===== config.mk =====
export PLATFORM = sky130hd
export DESIGN_NAME = mac_accum
export DESIGN_NICKNAME = d
export VERILOG_FILES = /design/src/rtl/mac_pkg.sv /design/src/rtl/mac_mul.sv /design/src/rtl/mac_accum.sv
export SDC_FILE = /design/constraint.sdc
export NUM_CORES = 1
export LEC_CHECK = 0
export BUFFER_PORTS_ARGS = -buffer_cell sky130_fd_sc_hd__buf_2
export CORE_ASPECT_RATIO = 0.6
export CORE_MARGIN = 2
export CORE_UTILIZATION = 45
export DETAILED_ROUTE_END_ITERATION = 10
export GPL_TIMING_DRIVEN = 1
export HOLD_SLACK_MARGIN = 0.05
export PLACE_DENSITY = 0.61
export SETUP_SLACK_MARGIN = 0.3
export SYNTH_ARGS = -nofsm -noshare
export SYNTH_HDL_FRONTEND = slang
export SYNTH_SLANG_ARGS = --single-unit

===== constraint.sdc =====
create_clock -name clk -period 3 [get_ports clk]
set_input_delay 0.15 -clock clk [delete_from_list [all_inputs] [get_ports clk]]
set_output_delay 0.15 -clock clk [all_outputs]
set_load 0.1 [all_outputs]

===== src/rtl/mac_pkg.sv =====
// Shared types and default widths for the mac_accum multiply-accumulate slice.
package mac_pkg;

  typedef enum logic {
    ACC  = 1'b0,
    DONE = 1'b1
  } state_e;

  localparam int LEN_DEF   = 16;
  localparam int GUARD_DEF = 8;
  localparam int CNT_W_DEF = 16;

  function automatic int acc_width(input int len, input int guard);
    return 2 * len + guard;
  endfunction

  localparam int ACC_W_DEF = acc_width(LEN_DEF, GUARD_DEF);

  localparam logic signed [ACC_W_DEF-1:0] ACC_MAX_DEF = {1'b0, {(ACC_W_DEF-1){1'b1}}};
  localparam logic signed [ACC_W_DEF-1:0] ACC_MIN_DEF = {1'b1, {(ACC_W_DEF-1){1'b0}}};

endpackage


===== src/rtl/mac_mul.sv =====
// Combinational signed LEN x LEN -> 2*LEN multiplier feeding the mac_accum product register.
module mac_mul #(
  parameter int LEN = 16
) (
  input  logic signed [LEN-1:0]   a,
  input  logic signed [LEN-1:0]   b,
  output logic signed [2*LEN-1:0] p
);

  // Widen both operands first so the full signed product is kept.
  assign p = (2*LEN)'(a) * (2*LEN)'(b);

endmodule


===== src/rtl/mac_accum.sv =====
// Burst multiply-accumulate: registered product, wide accumulator, one result per in_last burst.
// Define MAC_ACCUM_SATURATE_EN to clamp the accumulator on signed overflow instead of wrapping.
module mac_accum
  import mac_pkg::*;
#(
  parameter int  LEN   = LEN_DEF,
  parameter int  GUARD = GUARD_DEF,
  parameter int  CNT_W = CNT_W_DEF,
  localparam int ACC_W = acc_width(LEN, GUARD)
) (
  input  logic                    clk,
  input  logic                    rst_n,
  input  logic                    in_valid,
  output logic                    in_ready,
  input  logic signed [LEN-1:0]   in_a,
  input  logic signed [LEN-1:0]   in_b,
  input  logic                    in_last,
  output logic                    out_valid,
  input  logic                    out_ready,
  output logic signed [ACC_W-1:0] out_acc,
  output logic [CNT_W-1:0]        out_count,
  output logic                    out_ovf,
  output state_e                  dbg_state
);

  // Handshake: a beat/result transfers on the rising edge where valid && ready are both high;
  // valid may not depend on ready, and operands are ignored in any cycle without a transfer.

  state_e state_q, state_d;
  logic   run_q;
  logic   accept, last_pending, clear;

  logic signed [2*LEN-1:0] prod, p_q;
  logic                    p_v, p_last;

  logic signed [ACC_W-1:0] acc_q, p_ext, sum_raw, sum_next;
  logic [CNT_W-1:0]        cnt_q, cnt_next;
  logic                    ovf_q, add_ovf, ovf_next;

  mac_mul #(.LEN(LEN)) u_mul (
    .a (in_a),
    .b (in_b),
    .p (prod)
  );

  assign accept       = in_valid && in_ready;
  assign last_pending = p_v && p_last;
  assign clear        = (state_q == DONE) && out_ready;
  assign dbg_state    = state_q;

  always_ff @(posedge clk or negedge rst_n) begin
    if (!rst_n) begin
      state_q <= ACC;
      run_q   <= 1'b0;
    end else begin
      state_q <= state_d;
      run_q   <= 1'b1;
    end
  end

  // run_q keeps in_ready low while reset is asserted.
  always_comb begin
    state_d   = state_q;
    in_ready  = 1'b0;
    out_valid = 1'b0;
    case (state_q)
      ACC: begin
        in_ready = run_q && !last_pending;
        if (last_pending) state_d = DONE;
      end
      DONE: begin
        out_valid = 1'b1;
        if (out_ready) state_d = ACC;
      end
      default: state_d = ACC;
    endcase
  end

  always_comb begin
    p_ext    = ACC_W'(p_q);
    sum_raw  = acc_q + p_ext;
    add_ovf  = (acc_q[ACC_W-1] == p_ext[ACC_W-1]) && (sum_raw[ACC_W-1] != acc_q[ACC_W-1]);
    ovf_next = ovf_q | add_ovf;
    cnt_next = (&cnt_q) ? cnt_q : cnt_q + CNT_W'(1);
`ifdef MAC_ACCUM_SATURATE_EN
    // Clamp toward the side the product pushed us; a later opposite add re-enters range.
    if (add_ovf) sum_next = p_ext[ACC_W-1] ? {1'b1, {(ACC_W-1){1'b0}}} : {1'b0, {(ACC_W-1){1'b1}}};
    else         sum_next = sum_raw;
`else
    sum_next = sum_raw;
`endif
  end

  always_ff @(posedge clk or negedge rst_n) begin
    if (!rst_n) begin
      p_q    <= '0;
      p_v    <= 1'b0;
      p_last <= 1'b0;
    end else if (accept) begin
      p_q    <= prod;
      p_v    <= 1'b1;
      p_last <= in_last;
    end else begin
      p_v    <= 1'b0;
    end
  end

  always_ff @(posedge clk or negedge rst_n) begin
    if (!rst_n) begin
      acc_q <= '0;
      cnt_q <= '0;
      ovf_q <= 1'b0;
    end else if (clear) begin
      acc_q <= '0;
      cnt_q <= '0;
      ovf_q <= 1'b0;
    end else if (p_v) begin
      acc_q <= sum_next;
      cnt_q <= cnt_next;
      ovf_q <= ovf_next;
    end
  end

  // Result registers capture the sum including the final product and hold through DONE.
  always_ff @(posedge clk or negedge rst_n) begin
    if (!rst_n) begin
      out_acc   <= '0;
      out_count <= '0;
      out_ovf   <= 1'b0;
    end else if (last_pending && state_q == ACC) begin
      out_acc   <= sum_next;
      out_count <= cnt_next;
      out_ovf   <= ovf_next;
    end
  end

endmodule


Word level (Yosys, flattened, before mapping). Cells that the tools add are included.

Register bits after elaboration: 150. Input port bits: 37. Output and inout port bits: 60. Word-level logic and storage cells: 40.

Add/sub/neg operators: 2. $mul: 1. Equality and inequality tests: 2. Mux-type cells: 13. Bitwise operators: 2. Reductions and logical operators: 9.

Operators with widths (count): $mux W40 (2); $mux W16 (3); $add A40 B32 Y40 (1); $mul A16 B16 Y32 (1); $add A16 B1 Y16 const B (1); $reduce_and A16 Y1 (1); $mux W1 (7); $logic_and A1 B1 Y1 (6); $pmux W1 S2 (1); $reduce_bool A2 Y1 (1); $eq A1 B1 Y1 (1); $logic_not A1 Y1 (1); $ne A1 B1 Y1 (1); $not A1 Y1 (1); $or A1 B1 Y1 (1).

Longest topological paths before layout. Gate-level depths: netlist (run 1).

Depth after elaboration: 6. Depth in mapped cells: 25. Depth with buffers taken out: 24.

By module. From an unflattened synthesis (run 1), not the netlist that was laid out.

Cells, all modules: 2000. Area total of the unflattened synthesis: 18232.5 µm².

By module, submodules not included: mac_mul (times used 1, cells each 1111, area each 10007.1 µm², seq. area each 0.0 µm²); mac_accum (times used 1, cells each 889, area each 8225.4 µm², seq. area each 3753.6 µm²).

Worst setup path before layout (run 1). Ideal clock, no wire load.

Kind: in2reg. From: input in_a[15]. To: register p_q[30]. Library setup time: 133 ps. Data arrival time: 5901 ps. Data required time: 2867 ps. Setup slack: -3034 ps. Cell stages on the path: 21. Path buffers: 1. Cells stage by stage: clkbuf_1 nand2_1 fa_1 inv_1 fa_1 inv_1 fa_1 fa_1 fa_1 fa_1 inv_1 ha_1 a2111oi_0 o21ai_0 a31o_2 a21oi_1 o21a_1 o311ai_0 o31ai_1 xor2_1 o21ai_0.

Longest elaborated chain between the ends: 1.

RTL lines: start: declaration (line mac_accum.sv:15) `input logic signed [LEN-1:0] in_a,`; $mul A16 B16 Y32 (line mac_mul.sv:11) `assign p = (2*LEN)'(a) * (2*LEN)'(b);`; end signal: assignment (line mac_accum.sv:100) `p_q <= prod;`; end: declaration (line mac_accum.sv:33) `logic signed [2*LEN-1:0] prod, p_q;`.

Every way passes these cells. A chain may end at the register's enable or synchronous reset.

Worst setup path in the final report (run 1).
From: input in_a[7]. To: register p_q[29].

Same word-level chain as after synthesis.

==> results of run 1 <==
synth_stat cells (43+ instances only):
master	n
a21oi_1	49
and2_1	139
clkbuf_1	69
dfrtp_1	150
fa_1	263
ha_1	122
inv_1	313
nand2_1	268
nor2_1	75
o21ai_0	126
xnor2_1	49
xor2_1	43
layout make-up:
type,instances,area share (%)
repair buffers,336,12.2
well taps,522,2.83
clock buffers,20,1.93
flip-flops and latches,150,16.2
clock inverters,12,0.612
inverters,314,5.11
multi-input cells,1414,61.0
registers in the layout, indices dropped and copies added, names as in the netlist, 16 cells and up:
signal     count
p_q           32
acc_q         40
out_count     16
out_acc       40
cnt_q         16
cell families (layout without fill, tap and decap cells):
group                    count (synthesis)  count (layout)  synth area share (%)
buffers and inverters                  394             682                  8.35
other                                    1               1                0.0210
AO/OA/AOI/OAI                          307             307                  10.8
adder cells (fa/ha/maj)                385             385                  37.9
XOR/XNOR                                93              93                  4.63
AND/OR/NAND/NOR                        610             610                  16.2
multiplexers                            18              18                  1.06
flip-flops                             150             150                  21.0
worst min-delay path by stage:
stage,from,endpoint,slack [ns],cells after the start
6_report,in_valid,p_v$_DFF_PN0_,0.14,3
5_1_grt,in_valid,p_v$_DFF_PN0_,0.18,3
4_1_cts,in_valid,p_v$_DFF_PN0_,0.15,3
3_5_place_dp,rst_n,out_acc[0]$_DFFE_PN0P_,0.20,1
3_3_place_gp,rst_n,out_acc[0]$_DFFE_PN0P_,0.18,1
2_1_floorplan,rst_n,acc_q[0]$_DFFE_PN0P_,-0.15,0
stage by stage:
step	area, sq um	worst slack (ns)	instances	util [%]	hold slack [ns]
6_report	23100	-2.20	2768	59.0	0.142
5_1_grt	23100	-2.42	2768	59.0	0.177
4_1_cts	22300	-2.19	2746	57.0	0.145
3_5_place_dp	20500	-2.93	2685	52.4	0.196
3_3_place_gp	20500	-2.90	2685	52.4	0.179
2_1_floorplan	18400	-2.38	1958	-	-0.146
worst reg2reg max path: stages (launching register included):
cell      delay (ns)
dfrtp_1         0.37
ha_2            0.21
inv_2           0.04
fa_2            0.37
nor2b_4         0.16
o31ai_4         0.08
a2111o_1        0.46
buf_6           0.15
buf_6           0.11
nand2_4         0.08
a31oi_4         0.08
o21bai_1        0.18
a21o_1          0.21
xnor2_2         0.15
buf_4           0.16
o21ai_2         0.05
routing by layer:
layer | track usage [%] | vias to the layer above
met2 | 35.5 | 248
li1 | - | 6732
met3 | 4.08 | 31
met1 | 33.0 | 7077
met5 | 0 | -
met4 | 3.54 | 0
repair_timing:
item / 4_1_cts / 5_1_grt
setup endpoints to repair: 71 / 79
gates resized for setup: 227 / 137
gates cloned: 0 / 0
hold endpoints to repair: 65 / 0
pin swaps: 80 / 73
hold buffers: 3 / 0
setup buffers: 26 / 22
==> flow_metrics.env, run 1 <==
export IMPL_slew_headroom_pct=40.6
export IMPL_rsz0062_at_grt="yes"
export IMPL_fin_crit_ns=5.20
export IMPL_netlist_top_cells_area="fa_1 29%, dfrtp_1 21%, ha_1 8.5%, inv_1 6.6%, nand2_1 5.6%"
export IMPL_highest_layer="met4"
export IMPL_htree_levels=4
export IMPL_clockBufferDepth=2
export IMPL_r2r_start="p_q[0]$_DFFE_PN0P_"
export IMPL_ff_latch_area_sq_mm=0.00376
export IMPL_critical_path_cell_chain="buf_12, and2_4, fa_1, inv_1, fa_1, fa_2, fa_1, inv_2, fa_1, fa_1, ha_4, o21a_1, o211ai_1, nand2b_4, o211ai_4, o41ai_4, buf_4, o2111ai_4, a21oi_2, xor2_1, o21ai_1"
export IMPL_grt_pass1_vias=14990
export IMPL_die_w_microns=261
export IMPL_layout_drive_gt1_share_pct=26.7
export IMPL_cp_data_arrival_time_ns=5.51
export IMPL_yosysSeqAreaShare_pct=21.0
export IMPL_numCtsBuffers=17
export IMPL_yosysUniqueCellTypes=70
export IMPL_drv_cap=0
export IMPL_r2r_setup_slack_ns=0.04
export IMPL_area_delta_synth_final_pct=29.2
export IMPL_synth_seq_cells=150
export IMPL_multi_input_area_sq_mm=0.0141
export IMPL_path_max_fanout=8
export IMPL_core_sq_mm=0.0392
export IMPL_fin_ws_ns=-2.20
export IMPL_first_pass_iters=4
export IMPL_path_common_cell="fa_1"
export IMPL_grtUsageTotal_pct=22.5
export IMPL_post_route_period_util_pct=173
export IMPL_clkSinkCount=150
export IMPL_drt_wl_total_microns=43900
export IMPL_cp_startpoint="in_a[7]"
export IMPL_violations="setup timing"
export IMPL_vias=14088
export IMPL_grt_pass1_wl_microns=74500
export IMPL_gr_total_overflow=0
export IMPL_async_flop_share_pct=100
export IMPL_worstPathBufferInverterCount=4
export IMPL_avgViaCountPerCell=5.09
export IMPL_initial_core_util_pct=45.7
export IMPL_num_rows=56
export IMPL_worstSetupStartpointType="input port"
export IMPL_portBuffers=96
export IMPL_setup_tns_ns=-43.55
export IMPL_cts_root_buf="clkbuf_16"
export IMPL_syn_area_sq_mm=0.0179
export IMPL_cpLargestDelayFamily="adder cells"
export IMPL_final_common_cell="inv_1"
export IMPL_die_area_sq_mm=0.0414
export IMPL_crit_cells=21
export IMPL_io_pins=97
export IMPL_cp_end_kind="flip-flop"
export IMPL_dp_hpwl_microns=34400
export IMPL_synth_area_leader_cell="fa_1"
export IMPL_fmax_mhz=192
export IMPL_finalNetCount=2655
export IMPL_yosysWarnings=0
export IMPL_routed_wl_met3_microns=1850
export IMPL_hp_class="input port to flip-flop"
export IMPL_mostFrequentLayoutCells="294 x inv_1, 258 x nand2_1, 252 x fa_1"
export IMPL_gp_congestion=0.872
export IMPL_cts_tree="yes"
export IMPL_crit_end="p_q[29]$_DFFE_PN0P_"
export IMPL_antenna_cells=0
export IMPL_outcome="complete, but fails checks"
export IMPL_drt_iter0_markers=732
export IMPL_wirelength_met1_microns=21400
export IMPL_clk_pin_slew_ns=0.07
export IMPL_crit_type="input port to flip-flop"
export IMPL_antenna_found_initial=0
export IMPL_wl_met2_microns=20300
export IMPL_avgRoutedWirePerCell_microns=15.8
export IMPL_reg2reg_depth=15
export IMPL_clk_insertion_delay_late_ns=0.44
export IMPL_fillers=3344
export IMPL_critPathRequiredTime_ns=3.31
export IMPL_synth_top_cell_area_share_pct=29.4
export IMPL_setup_viol=26
export IMPL_syn_area_per_cell_sq_um=9.14
export IMPL_slowest_stage="fa_1"
export IMPL_synth_edf_count=0
export IMPL_final_antenna_net_count=0
export IMPL_hold_violations=0
export IMPL_die_y_microns=158
export IMPL_worst_pin_slew_ns=0.888
export IMPL_rr_endpoint="out_acc[24]$_DFFE_PN0P_"
export IMPL_synth_top_flop_cell="dfrtp_1"
export IMPL_syn_nets=2380
export IMPL_slowest_delay_ns=0.54
export IMPL_drc_errors=0
export IMPL_fin_skew_ns=0.0107
export IMPL_netlist_instances=1958
export IMPL_slew_viol_final=0
export IMPL_grt_start_max_net_pins=75
Power of run 1 is not shown: default switching activity piles up to over one toggle a cycle in this logic, so the estimate is an artifact.
==> inputs of run 2 (changes only) <==
- REMOVE_ABC_BUFFERS: default -> 1
==> flow_metrics.env, run 2 (synthesis gave the netlist of run 1 again) <==
export IMPL_outcome="complete, but fails checks"
export IMPL_violations="setup timing"
export IMPL_cts_tree="yes"
export IMPL_gp_congestion=0.861
export IMPL_grt_pass1_vias=14969
export IMPL_drt_wl_total_microns=44600
export IMPL_avgRoutedWirePerCell_microns=16.0
export IMPL_r2r_setup_slack_ns=0.04
export IMPL_fin_crit_ns=5.39
export IMPL_crit_type="input port to flip-flop"
export IMPL_numCtsBuffers=17
export IMPL_die_y_microns=158
export IMPL_hold_depth=3
export IMPL_clk_insertion_delay_late_ns=0.44
export IMPL_first_pass_iters=7
export IMPL_vias=14209
export IMPL_fin_skew_ns=0.00920
export IMPL_grt_start_max_net_pins=60
export IMPL_worstSetupStartpointType="input port"
export IMPL_htree_levels=4
export IMPL_hp_class="input port to flip-flop"
export IMPL_worst_pin_slew_ns=0.919
export IMPL_gr_total_overflow=0
export IMPL_setup_viol=26
export IMPL_rsz0062_at_grt="yes"
export IMPL_drt_iter0_markers=747
export IMPL_rr_endpoint="acc_q[24]$_DFFE_PN0P_"
export IMPL_post_route_period_util_pct=180
export IMPL_antenna_cells=0
export IMPL_whs_endpoint="p_v$_DFF_PN0_"
export IMPL_critPathRequiredTime_ns=3.30
export IMPL_io_pins=97
export IMPL_routed_wl_met3_microns=1960
export IMPL_fmax_mhz=185
export IMPL_wl_met2_microns=20700
export IMPL_cp_data_arrival_time_ns=5.69
export IMPL_final_antenna_net_count=0
export IMPL_path_max_fanout=6
export IMPL_drc_errors=0
export IMPL_dp_hpwl_microns=34700
export IMPL_die_area_sq_mm=0.0414
export IMPL_wirelength_met1_microns=21600
export IMPL_highest_layer="met4"
export IMPL_finalNetCount=2668
export IMPL_utilization_pct=59.0
export IMPL_place_worst_setup_slack_ns=-3.19
export IMPL_slew_headroom_pct=38.6
export IMPL_reg2reg_depth=15
export IMPL_largest_registers="acc_q: 40 flops, out_acc: 40 flops, p_q: 32 flops"
export IMPL_grt_pass1_wl_microns=74500
export IMPL_fin_ws_ns=-2.39
export IMPL_worstHoldStart="in_valid"
export IMPL_area_delta_synth_final_pct=29.1
export IMPL_whs_ns=0.0887
export IMPL_core_sq_mm=0.0392
export IMPL_avgViaCountPerCell=5.11
export IMPL_r2r_start="p_q[0]$_DFFE_PN0P_"
export IMPL_slew_viol_final=0
export IMPL_die_w_microns=261
export IMPL_drv_cap=0
export IMPL_num_rows=56
export IMPL_clkSinkCount=150
export IMPL_cp_end_kind="flip-flop"
export IMPL_hold_violations=0
export IMPL_cts_root_buf="clkbuf_16"
export IMPL_portBuffers=96
export IMPL_final_common_cell="inv_1"
export IMPL_initial_core_util_pct=45.7
export IMPL_clk_pin_slew_ns=0.06
export IMPL_antenna_found_initial=0
export IMPL_clockBufferDepth=2
export IMPL_mostFrequentLayoutCells="290 x inv_1, 255 x nand2_1, 250 x fa_1"
export IMPL_grtUsageTotal_pct=22.6
export IMPL_layout_drive_gt1_share_pct=27.6
-- run 2: worst max-delay path by stage --
| stage | from | endpoint | slack, ns | cells past startpoint |
|---|---|---|---|---|
| CTS | in_b[4] | p_q[31]$_DFFE_PN0P_ | -2.34 | 20 |
| global route | in_b[8] | p_q[31]$_DFFE_PN0P_ | -2.60 | 21 |
| detailed placement | in_a[15] | p_q[31]$_DFFE_PN0P_ | -3.19 | 22 |
| global placement | in_b[2] | p_q[31]$_DFFE_PN0P_ | -3.04 | 22 |
| floorplan | in_a[15] | p_q[30]$_DFFE_PN0P_ | -2.75 | 20 |
| finish | in_a[15] | p_q[31]$_DFFE_PN0P_ | -2.39 | 21 |
-- run 2: what timing repair did --
item,4_1_cts,5_1_grt
gates cloned,2,0
hold buffers,3,0
setup endpoints to repair,66,85
hold endpoints to repair,58,0
gates resized for setup,266,166
buffers inserted,23,31
pin swaps,115,108
-- run 2: final cells by class --
| cell class | instances | area (sq um) |
|---|---|---|
| clock buffer | 20 | 467 |
| clock inverter | 12 | 103 |
| multi-input combinational | 1414 | 14100 |
| tap | 522 | 653 |
| timing repair buffer | 349 | 2870 |
| inverter | 314 | 1190 |
| sequential | 150 | 3760 |
| fill | 3339 | 16100 |
-- run 2: layer usage --
metal / global-route usage (%) / up-vias
met5: 0 / -
met1: 32.9 / 7162
met4: 3.52 / 0
li1: - / 6767
met3: 3.37 / 30
met2: 36.4 / 250
-- run 2: critical path, cell delays in order --
cell and delay (ns):
buf_12 0.11, nand2_2 0.07, fa_1 0.59, inv_4 0.06, buf_12 0.13, fa_1 0.52
fa_1 0.44, fa_1 0.56, fa_1 0.43, fa_1 0.44, ha_1 0.33, buf_4 0.17
nand2_1 0.16, a21oi_1 0.09, o21ai_2 0.23, o211ai_4 0.15, o41ai_4 0.30, o211ai_1 0.24
a221oi_2 0.28, xnor2_1 0.15, o21ai_1 0.07
-- run 2: through the flow --
stage               instances  instance area (sq um)  TNS, ns
floorplan                1878                  17600  -104.38
global placement         2690                  20200   -62.20
detailed placement       2690                  20200   -64.09
CTS                      2750                  22100   -44.80
global route             2781                  23100   -51.40
finish                   2781                  23100   -46.40
Power of run 2 is left out for the same reason.
